File: src/rtl/mul_div_unit.sv
// Iterative RV32M multiply/divide unit feeding the common data bus; optional MUL_DIV_UNIT_FAST_MUL_EN gives single-cycle multiplies.
// Latency: accept at N, result_valid from N+33 (N+1 for multiplies with MUL_DIV_UNIT_FAST_MUL_EN).
// Backpressure: result held in DONE until cdb_grant; no new op is accepted until the unit is back in IDLE.
module mul_div_unit #(
    parameter int XLEN = 32
) (
    input  logic            clock,
    input  logic            reset,
    input  logic            delete_tag,
    input  logic            feed_valid,
    input  logic [2:0]      feed_op,
    input  logic [XLEN-1:0] feed_data_1,
    input  logic [XLEN-1:0] feed_data_2,
    input  logic [5:0]      feed_rrn,
    input  logic            feed_tag,
    input  logic            cdb_grant,
    output logic            next,
    output logic            busy,
    output logic            result_valid,
    output logic [XLEN-1:0] result,
    output logic [5:0]      result_rrn
);
    localparam int CW = $clog2(XLEN);
    localparam logic [CW-1:0] CNT_LAST = CW'(XLEN - 1);

    typedef enum logic [1:0] {IDLE, CALC, DONE} state_t;

    state_t            state_q, state_d;
    logic [CW-1:0]     cnt_q, cnt_d;
    logic [2:0]        op_q, op_d;
    logic              neg_q, neg_d;
    logic              tag_q, tag_d;
    logic [5:0]        rrn_q, rrn_d;
    logic [XLEN-1:0]   opa_q, opa_d;
    logic [XLEN-1:0]   res_q, res_d;
    logic [2*XLEN-1:0] prod_q, prod_d;

    logic              accept, flush, is_mul;
    logic              s1_signed, s2_signed, neg1, neg2, neg_in;
    logic [XLEN-1:0]   mag1, mag2;
    logic [XLEN:0]     mul_sum, rem_sh, diff;
    logic [2*XLEN-1:0] mul_next, div_next, step_val;

    assign is_mul    = !feed_op[2];
    assign s1_signed = (feed_op == 3'd1) || (feed_op == 3'd2) || (feed_op == 3'd4) || (feed_op == 3'd6);
    assign s2_signed = (feed_op == 3'd1) || (feed_op == 3'd4) || (feed_op == 3'd6);
    assign neg1      = s1_signed && feed_data_1[XLEN-1];
    assign neg2      = s2_signed && feed_data_2[XLEN-1];
    assign mag1      = neg1 ? -feed_data_1 : feed_data_1;
    assign mag2      = neg2 ? -feed_data_2 : feed_data_2;

    // A zero divisor keeps the quotient positive so it stays all-ones; remainders take the dividend sign.
    assign neg_in = is_mul      ? (neg1 ^ neg2) :
                    !feed_op[1] ? ((neg1 ^ neg2) && (feed_data_2 != '0)) :
                                  neg1;

    assign accept = (state_q == IDLE) && feed_valid && !(delete_tag && feed_tag);
    assign flush  = delete_tag && tag_q;

    // prod_q holds {acc, multiplier} for multiply and {remainder, dividend/quotient} for divide.
    assign mul_sum  = {1'b0, prod_q[2*XLEN-1:XLEN]} + (prod_q[0] ? {1'b0, opa_q} : '0);
    assign mul_next = {mul_sum, prod_q[XLEN-1:1]};
    assign rem_sh   = {prod_q[2*XLEN-1:XLEN], prod_q[XLEN-1]};
    assign diff     = rem_sh - {1'b0, opa_q};
    assign div_next = diff[XLEN] ? {rem_sh[XLEN-1:0], prod_q[XLEN-2:0], 1'b0}
                                 : {diff[XLEN-1:0], prod_q[XLEN-2:0], 1'b1};
    assign step_val = op_q[2] ? div_next : mul_next;

`ifdef MUL_DIV_UNIT_FAST_MUL_EN
    logic [2*XLEN-1:0] fast_prod;
    assign fast_prod = {{XLEN{1'b0}}, mag1} * {{XLEN{1'b0}}, mag2};
`endif

    function automatic logic [XLEN-1:0] fixup(input logic [2:0] op, input logic neg,
                                              input logic [2*XLEN-1:0] raw);
        logic [2*XLEN-1:0] full;
        logic [XLEN-1:0]   quo;
        logic [XLEN-1:0]   rem;
        full = neg ? -raw : raw;
        quo  = neg ? -raw[XLEN-1:0] : raw[XLEN-1:0];
        rem  = neg ? -raw[2*XLEN-1:XLEN] : raw[2*XLEN-1:XLEN];
        if (!op[2]) begin
            return (op == 3'd0) ? full[XLEN-1:0] : full[2*XLEN-1:XLEN];
        end
        return op[1] ? rem : quo;
    endfunction

    always_comb begin
        state_d = state_q;
        cnt_d   = cnt_q;
        op_d    = op_q;
        neg_d   = neg_q;
        tag_d   = tag_q;
        rrn_d   = rrn_q;
        opa_d   = opa_q;
        prod_d  = prod_q;
        res_d   = res_q;
        case (state_q)
            IDLE: begin
                if (accept) begin
                    state_d = CALC;
                    cnt_d   = '0;
                    op_d    = feed_op;
                    neg_d   = neg_in;
                    tag_d   = feed_tag;
                    rrn_d   = feed_rrn;
                    opa_d   = is_mul ? mag1 : mag2;
                    prod_d  = {{XLEN{1'b0}}, (is_mul ? mag2 : mag1)};
`ifdef MUL_DIV_UNIT_FAST_MUL_EN
                    if (is_mul) begin
                        state_d = DONE;
                        res_d   = fixup(feed_op, neg_in, fast_prod);
                    end
`endif
                end
            end
            CALC: begin
                if (flush) begin
                    state_d = IDLE;
                    cnt_d   = '0;
                end else begin
                    prod_d = step_val;
                    cnt_d  = cnt_q + CW'(1);
                    if (cnt_q == CNT_LAST) begin
                        state_d = DONE;
                        cnt_d   = '0;
                        res_d   = fixup(op_q, neg_q, step_val);
                    end
                end
            end
            DONE: begin
                if (flush || cdb_grant) begin
                    state_d = IDLE;
                end
            end
            default: state_d = IDLE;
        endcase
    end

    always_ff @(posedge clock or negedge reset) begin
        if (!reset) begin
            state_q <= IDLE;
            cnt_q   <= '0;
            op_q    <= '0;
            neg_q   <= 1'b0;
            tag_q   <= 1'b0;
            rrn_q   <= '0;
            opa_q   <= '0;
            prod_q  <= '0;
            res_q   <= '0;
        end else begin
            state_q <= state_d;
            cnt_q   <= cnt_d;
            op_q    <= op_d;
            neg_q   <= neg_d;
            tag_q   <= tag_d;
            rrn_q   <= rrn_d;
            opa_q   <= opa_d;
            prod_q  <= prod_d;
            res_q   <= res_d;
        end
    end

    assign next         = accept && reset;
    assign busy         = (state_q != IDLE);
    assign result_valid = (state_q == DONE);
    assign result       = res_q;
    assign result_rrn   = rrn_q;
endmodule
File: config.mk
export PLATFORM = sky130hd
export DESIGN_NAME = mul_div_unit
export DESIGN_NICKNAME = d
export VERILOG_FILES = /design/src/rtl/mul_div_unit.sv
export SDC_FILE = /design/constraint.sdc
export NUM_CORES = 1
export LEC_CHECK = 0
export CORE_MARGIN = 2
export CORE_UTILIZATION = 61
export DETAILED_ROUTE_END_ITERATION = 12
export GPL_ROUTABILITY_DRIVEN = 0
export PLACE_DENSITY = 0.83
export SYNTH_ARGS = -nofsm -noshare
export SYNTH_HDL_FRONTEND = slang
export SYNTH_SLANG_ARGS = --single-unit
File: constraint.sdc
create_clock -name clock -period 8.4 [get_ports clock]
set_clock_uncertainty 0.15 [all_clocks]
set_input_delay 0.84 -clock clock [delete_from_list [all_inputs] [get_ports clock]]
set_output_delay 0.84 -clock clock [all_outputs]
set_load 0.03 [all_outputs]
# After elaboration in Yosys (flattened, before gate mapping)
# Index checks and enable logic that the tools add are counted.
# Widths: inputs -> output; s select.
# classes
addsub	8
eq_ne	11
mux	32
n_bitwise	2
reduce_logical	25
# op_table
operator	n
$mux 32	11
$mux 64	5
$neg 32->32	4
$pmux 64 s2	1
$neg 64->64	1
$add 32x32->33	1
$sub 33x32->33	1
$reduce_bool 32->1	1
$mux 5	3
$pmux 5 s2	1
$reduce_and 3->1	3
$logic_and 1x1->1	8
$mux 2	4
$eq 3x3->1 const B	2
$logic_or 1x1->1	6
$mux 1	6
$pmux 2 s3	1
$add 5x1->5 const B	1
$eq 5x5->1 const B	1
$ne 2x2->1 const B	2
$reduce_and 2->1	2
$reduce_bool 2->1	2
$eq 3x1->1 const B	1
$eq 3x2->1 const B	1
9 further kinds	9
# totals
ff_bits	146
inputBits	79
output_inout_bits	41
wordCells	87

# Depth between registers and ports, before layout
# logic_depth
word_depth	9
mapped_depth	24
ltp_nobuf	23

# Worst setup path after synthesis
# Ideal clock, no wire load.
# synth_timing
path_kind	register to register
startpoint	register prod_q[31]
endpoint	register res_q[26] (netlist: result[26])
setup_ns	0.126
arrival_ns	5.621
required_ns	8.124
path_slack_ns	2.503
path_stages_with_launch	25
n_path_buf	1
synth_period_minus_slack_ns	5.897
path_cell_list	dfrtp_1 > inv_1 > ha_1 > inv_1 > fa_1 > a211oi_1 > o211ai_1 > a22oi_2 > a21boi_1 > o2111ai_1 > nand2_1 > inv_1 > ha_1 > nor4b_1 > o211ai_1 > or2_1 > or4_1 > nor3_1 > nand4_1 > and2_0 > clkbuf_1 > a21oi_1 > a22oi_1 > a211oi_1 > o21ai_1
# synth_between
elab_chain_cells	8
elab_cells_between_ends	13
classes_between	add/sub (4); mux (9)
# synth_rtl
item	line_no	text
start, declared	36	logic [2*XLEN-1:0] prod_q, prod_d;
start signal, assigned	159	prod_q <= prod_d;
$sub 33x32->33	64	assign diff = rem_sh - {1'b0, opa_q};
$mux 64	65	assign div_next = diff[XLEN] ? {rem_sh[XLEN-1:0], prod_q[XLEN-2:0], 1'b0}
$mux 64 *	67	assign step_val = op_q[2] ? div_next : mul_next;
$neg 64->64	79	full = neg ? -raw : raw;
$mux 64	79	
$mux 32	83	return (op == 3'd0) ? full[XLEN-1:0] : full[2*XLEN-1:XLEN];
$mux 32	82	if (!op[2]) begin
$mux 32 *	85	return op[1] ? rem : quo;
end signal, assigned	160	res_q <= res_d;
end, declared	35	logic [XLEN-1:0] res_q, res_d;
# Mark *: on every way between the ends. The rest lies on a longest branch, timed or not. The select of a mux whose other input is x is not followed.
# A chain may end at the register's enable or synchronous reset.

# Final worst setup path
# Same ends and word-level chain as after synthesis.

==> parameters.txt <==
Parameter                              Value

STA
  Time the final worst path needs with I/O delays and setup    roughly 7.4 ns
  Ratio of final minimum period to clock period    between 80% and 90%
  Hold violation total from the final report    0
  Worst Max-Slew Pin Slew    around 1.3 ns
  Setup tns final    0 ns
  Setup repair after global routing missed its margin    false
  Worst-case headroom to the max-slew limit    11.1%
  Worst Hold Slack    0.163 ns
  Number of max-slew violations in the final report    0
  Setup violation total in the final timing report    0
  Highest achievable clock rate    136 MHz

Power
  Static Leakage    7.24 nW
  Ratio of total power to cell area    502 nW/um^2
  Power share of the clock group    9.1%
  Power Internal    3.66 mW
  Switching power share of the total    58.7%
  Peak supply drop    around 0.00028 V
  Comb pwr share    76.2%
  Net load switching power    5.21 mW
  Part of the total power dissipated in sequential elements    14.7%

Place
  Number of port buffers    119
  Post-detail-place hpwl    42.9 mm

Yosys
  Fraction of synthesized cell area taken by the top area cell type    23.2%
  Netlist area before placement    around 16000 sq um
  Cell types with the largest area share after synthesis    sky130_fd_sc_hd__dfrtp_1 (23%), sky130_fd_sc_hd__nand2_1 (7.5%), sky130_fd_sc_hd__o21ai_0 (6.7%)
  Synthesized area per cell    7.29 sq um
  Cell count after synthesis    between 2000 and 2500
  Synthesized net count    2311
  Synth unique cells    101
  Most common cell in the synthesized netlist    sky130_fd_sc_hd__nand2_1
  Sequential-to-total area share from yosys stat    23.2%
  Flops & latches, synth    146
  Most numerous cell types in the synthesized netlist    sky130_fd_sc_hd__nand2_1 (315), sky130_fd_sc_hd__o21ai_0 (210), sky130_fd_sc_hd__a21oi_1 (189), sky130_fd_sc_hd__nor2_1 (185), sky130_fd_sc_hd__dfrtp_1 (146)
  Number of synthesis warnings    0
  Number of enable-type register cells in the synthesized netlist    0
  FFs w/ async S/R, synth    between 90% and 100%
  Dominant synthesized flop cell    sky130_fd_sc_hd__dfrtp_1
  Post-synthesis cell type with the largest combined area    sky130_fd_sc_hd__dfrtp_1

Routing
  Pre-antenna DRT Iters    7
  DR WL/cell    about 23 um
  Drt total wl    57.6 mm
  Antenna violation net count after detailed routing    0
  Remaining design rule violation count    0
  Ratio of routed vias to standard cells    6.99
  Drt first-iter violations    ~2800
  DR vias    roughly 18000

Worst setup path
  CP dominant cell by count    sky130_fd_sc_hd__inv_1
  Category of the worst setup path launch point    flop
  Critical Path Max Stage Delay    0.66 ns
  Critical path data arrival time    roughly 7.5 ns
  Critical-path top delay cell    sky130_fd_sc_hd__o2111ai_1
  Nature of the critical path endpoint    flop
  Cell-by-cell listing of the critical path    inv_1 > ha_1 > inv_1 > fa_1 > a211oi_1 > o211ai_1 > a22oi_2 > a21boi_1 > o2111ai_1 > nand2_1 > inv_1 > ha_1 > nor4b_1 > o211ai_1 > or2_1 > or4_1 > nor3_1 > buf_4 > nand4_1 > and2_0 > a21oi_1 > a22oi_1 > a211oi_1 > o21ai_1
  Crit Path Category    flop to flop
  Required @ worst endpoint    8.58 ns
  Worst-path maximum fanout    11

Run status
  Result of the run    completed

Clock tree
  CTS root buffer    sky130_fd_sc_hd__clkbuf_16
  Post-CTS Hold Fix Bufs    0
  H-Tree Depth    4
  Setup Buffers After CTS    0
  Clock network latency to the later pin of the worst-skew pair    0.45 ns
  Max Buffers Root-to-Sink    2
  Clock net sink count    roughly 150
  CTS tree    done
  Resized Gates After CTS    0
  Total clock buffers created by CTS    17
  Clock Pin Slew Worst Setup and Hold Paths    approximately 0.08 ns

GRT
  Number of global-route vias before repair    approximately 16000
  Wire length of the first global-routing pass    88.6 mm
  Initial antenna violation count    0
  Overflow left after global routing    0
  Global Route Usage Sum    approximately 42%
  Pin count of the biggest net entering global routing    92

Floorplan
  Core area    25300 sq um
  Height of the die    165 um
  Initial cell density of the core    62.3%
  Width of the die    165 um
  Number of standard-cell rows in the floorplan    58
  Die Outline Area    27100 sq um
  Number of placed I/O pins    120

Cells and area
  Diodes inserted    0
  P&R area growth vs syn    12.2%
  Nets@finish    between 2000 and 2500
  Fraction of layout cells with a size suffix above 1    5.07%
  Fillers    2056

Hold path
  Worst min path class    input port to async pin

Flow run
  MaxCap Viol Count    0
[critical path, delay by kind of cell, from the launching register on]
kind                       cells  cell delay, ns
and+or+nand+nor                7            2.38
AOI/OAI and AO/OA             10            3.02
buffers and inverters          4            0.46
DFF                            1            0.40
adders and majority gates      3            0.83
[worst paths after layout]
kind | startpoint | to | slack [ns] | depth (start not counted)
min reg2reg | result_rrn[0] | result_rrn[0] | 0.33 | 2
max in group asynchronous | reset | neg_q | 6.19 | 3
max | prod_q[31] | result[26] | 1.04 | 24
max reg2reg | prod_q[31] | result[26] | 1.04 | 24
min in group clock | result_rrn[0] | result_rrn[0] | 0.33 | 2
min | reset | result[20] | 0.16 | 1
[power groups by stage]
| stage | Clock [mW] | Combinational [mW] | Sequential, mW |
|---|---|---|---|
| detailed placement | 0 | 6.37 | 1.29 |
| floorplan | 0 | 4.65 | 1.18 |
| finish | 0.806 | 6.76 | 1.30 |
| CTS | 0.800 | 6.44 | 1.28 |
| global placement | 0 | 6.20 | 1.27 |
| global route | 0.831 | 7.16 | 1.33 |
[logic make-up after synthesis]
family	synth area share [%]
AOI/OAI and AO/OA	29.9
xor gates and xnor gates	8.85
adders and majority gates	5.82
buffers and inverters	5.20
DFF	23.2
muxes	3.61
and+or+nand+nor	23.5
[metal layers]
layer | part of all wire (%) | track usage (%)
met4 | 7.9 | 28.4
met5 | 0 | 0
met2 | 42 | 62.4
met1 | 37 | 52.9
met3 | 13 | 13.6
[state kept, by name, summed over array words and instances, names as in the netlist]
| signal | flops |
|---|---|
| tag_q | 1 |
| cnt_q | 5 |
| op_q | 3 |
| result_rrn | 6 |
| neg_q | 1 |
| opa_q | 32 |
| prod_q | 64 |
| state_q | 2 |
| result | 32 |
[cell usage in the layout, fill, tap and decap left out, types with 41 or more instances in the layout]
| cell type | count |
|---|---|
| sky130_fd_sc_hd__a21oi_1 | 188 |
| sky130_fd_sc_hd__clkdlybuf4s50_1 | 117 |
| sky130_fd_sc_hd__dfrtp_1 | 144 |
| sky130_fd_sc_hd__ha_1 | 70 |
| sky130_fd_sc_hd__inv_1 | 75 |
| sky130_fd_sc_hd__mux2i_1 | 41 |
| sky130_fd_sc_hd__nand2_1 | 315 |
| sky130_fd_sc_hd__nor2_1 | 184 |
| sky130_fd_sc_hd__nor3_1 | 56 |
| sky130_fd_sc_hd__o21ai_0 | 210 |
| sky130_fd_sc_hd__xnor2_1 | 83 |
| sky130_fd_sc_hd__xor2_1 | 76 |
[final cells by class]
type                    count  area [sq um]  share of cell area, %
inverters                  77           289                   1.64
clock buffers              17           425                   2.41
clock inverters            15           191                   1.08
flip-flops and latches    146          3660                   20.7
well taps                 330           413                   2.34
repair buffers            147          1400                   7.91
multi-input cells        1806         11300                   63.9
[stage by stage]
step           setup slack [ns]  util [%]  power, mW  instances  cell area [sq um]
6_report                   1.04      69.9       8.87       2538              17700
5_1_grt                   0.559      69.9       9.31       2538              17700
4_1_cts                    1.21      69.9       8.51       2538              17700
3_5_place_dp               1.35      67.5       7.65       2506              17000
3_3_place_gp               1.61      67.5       7.47       2506              17000
2_1_floorplan              2.50         -       5.83       2160              15700
No activity file was read; power rests on OpenSTA's default activity.
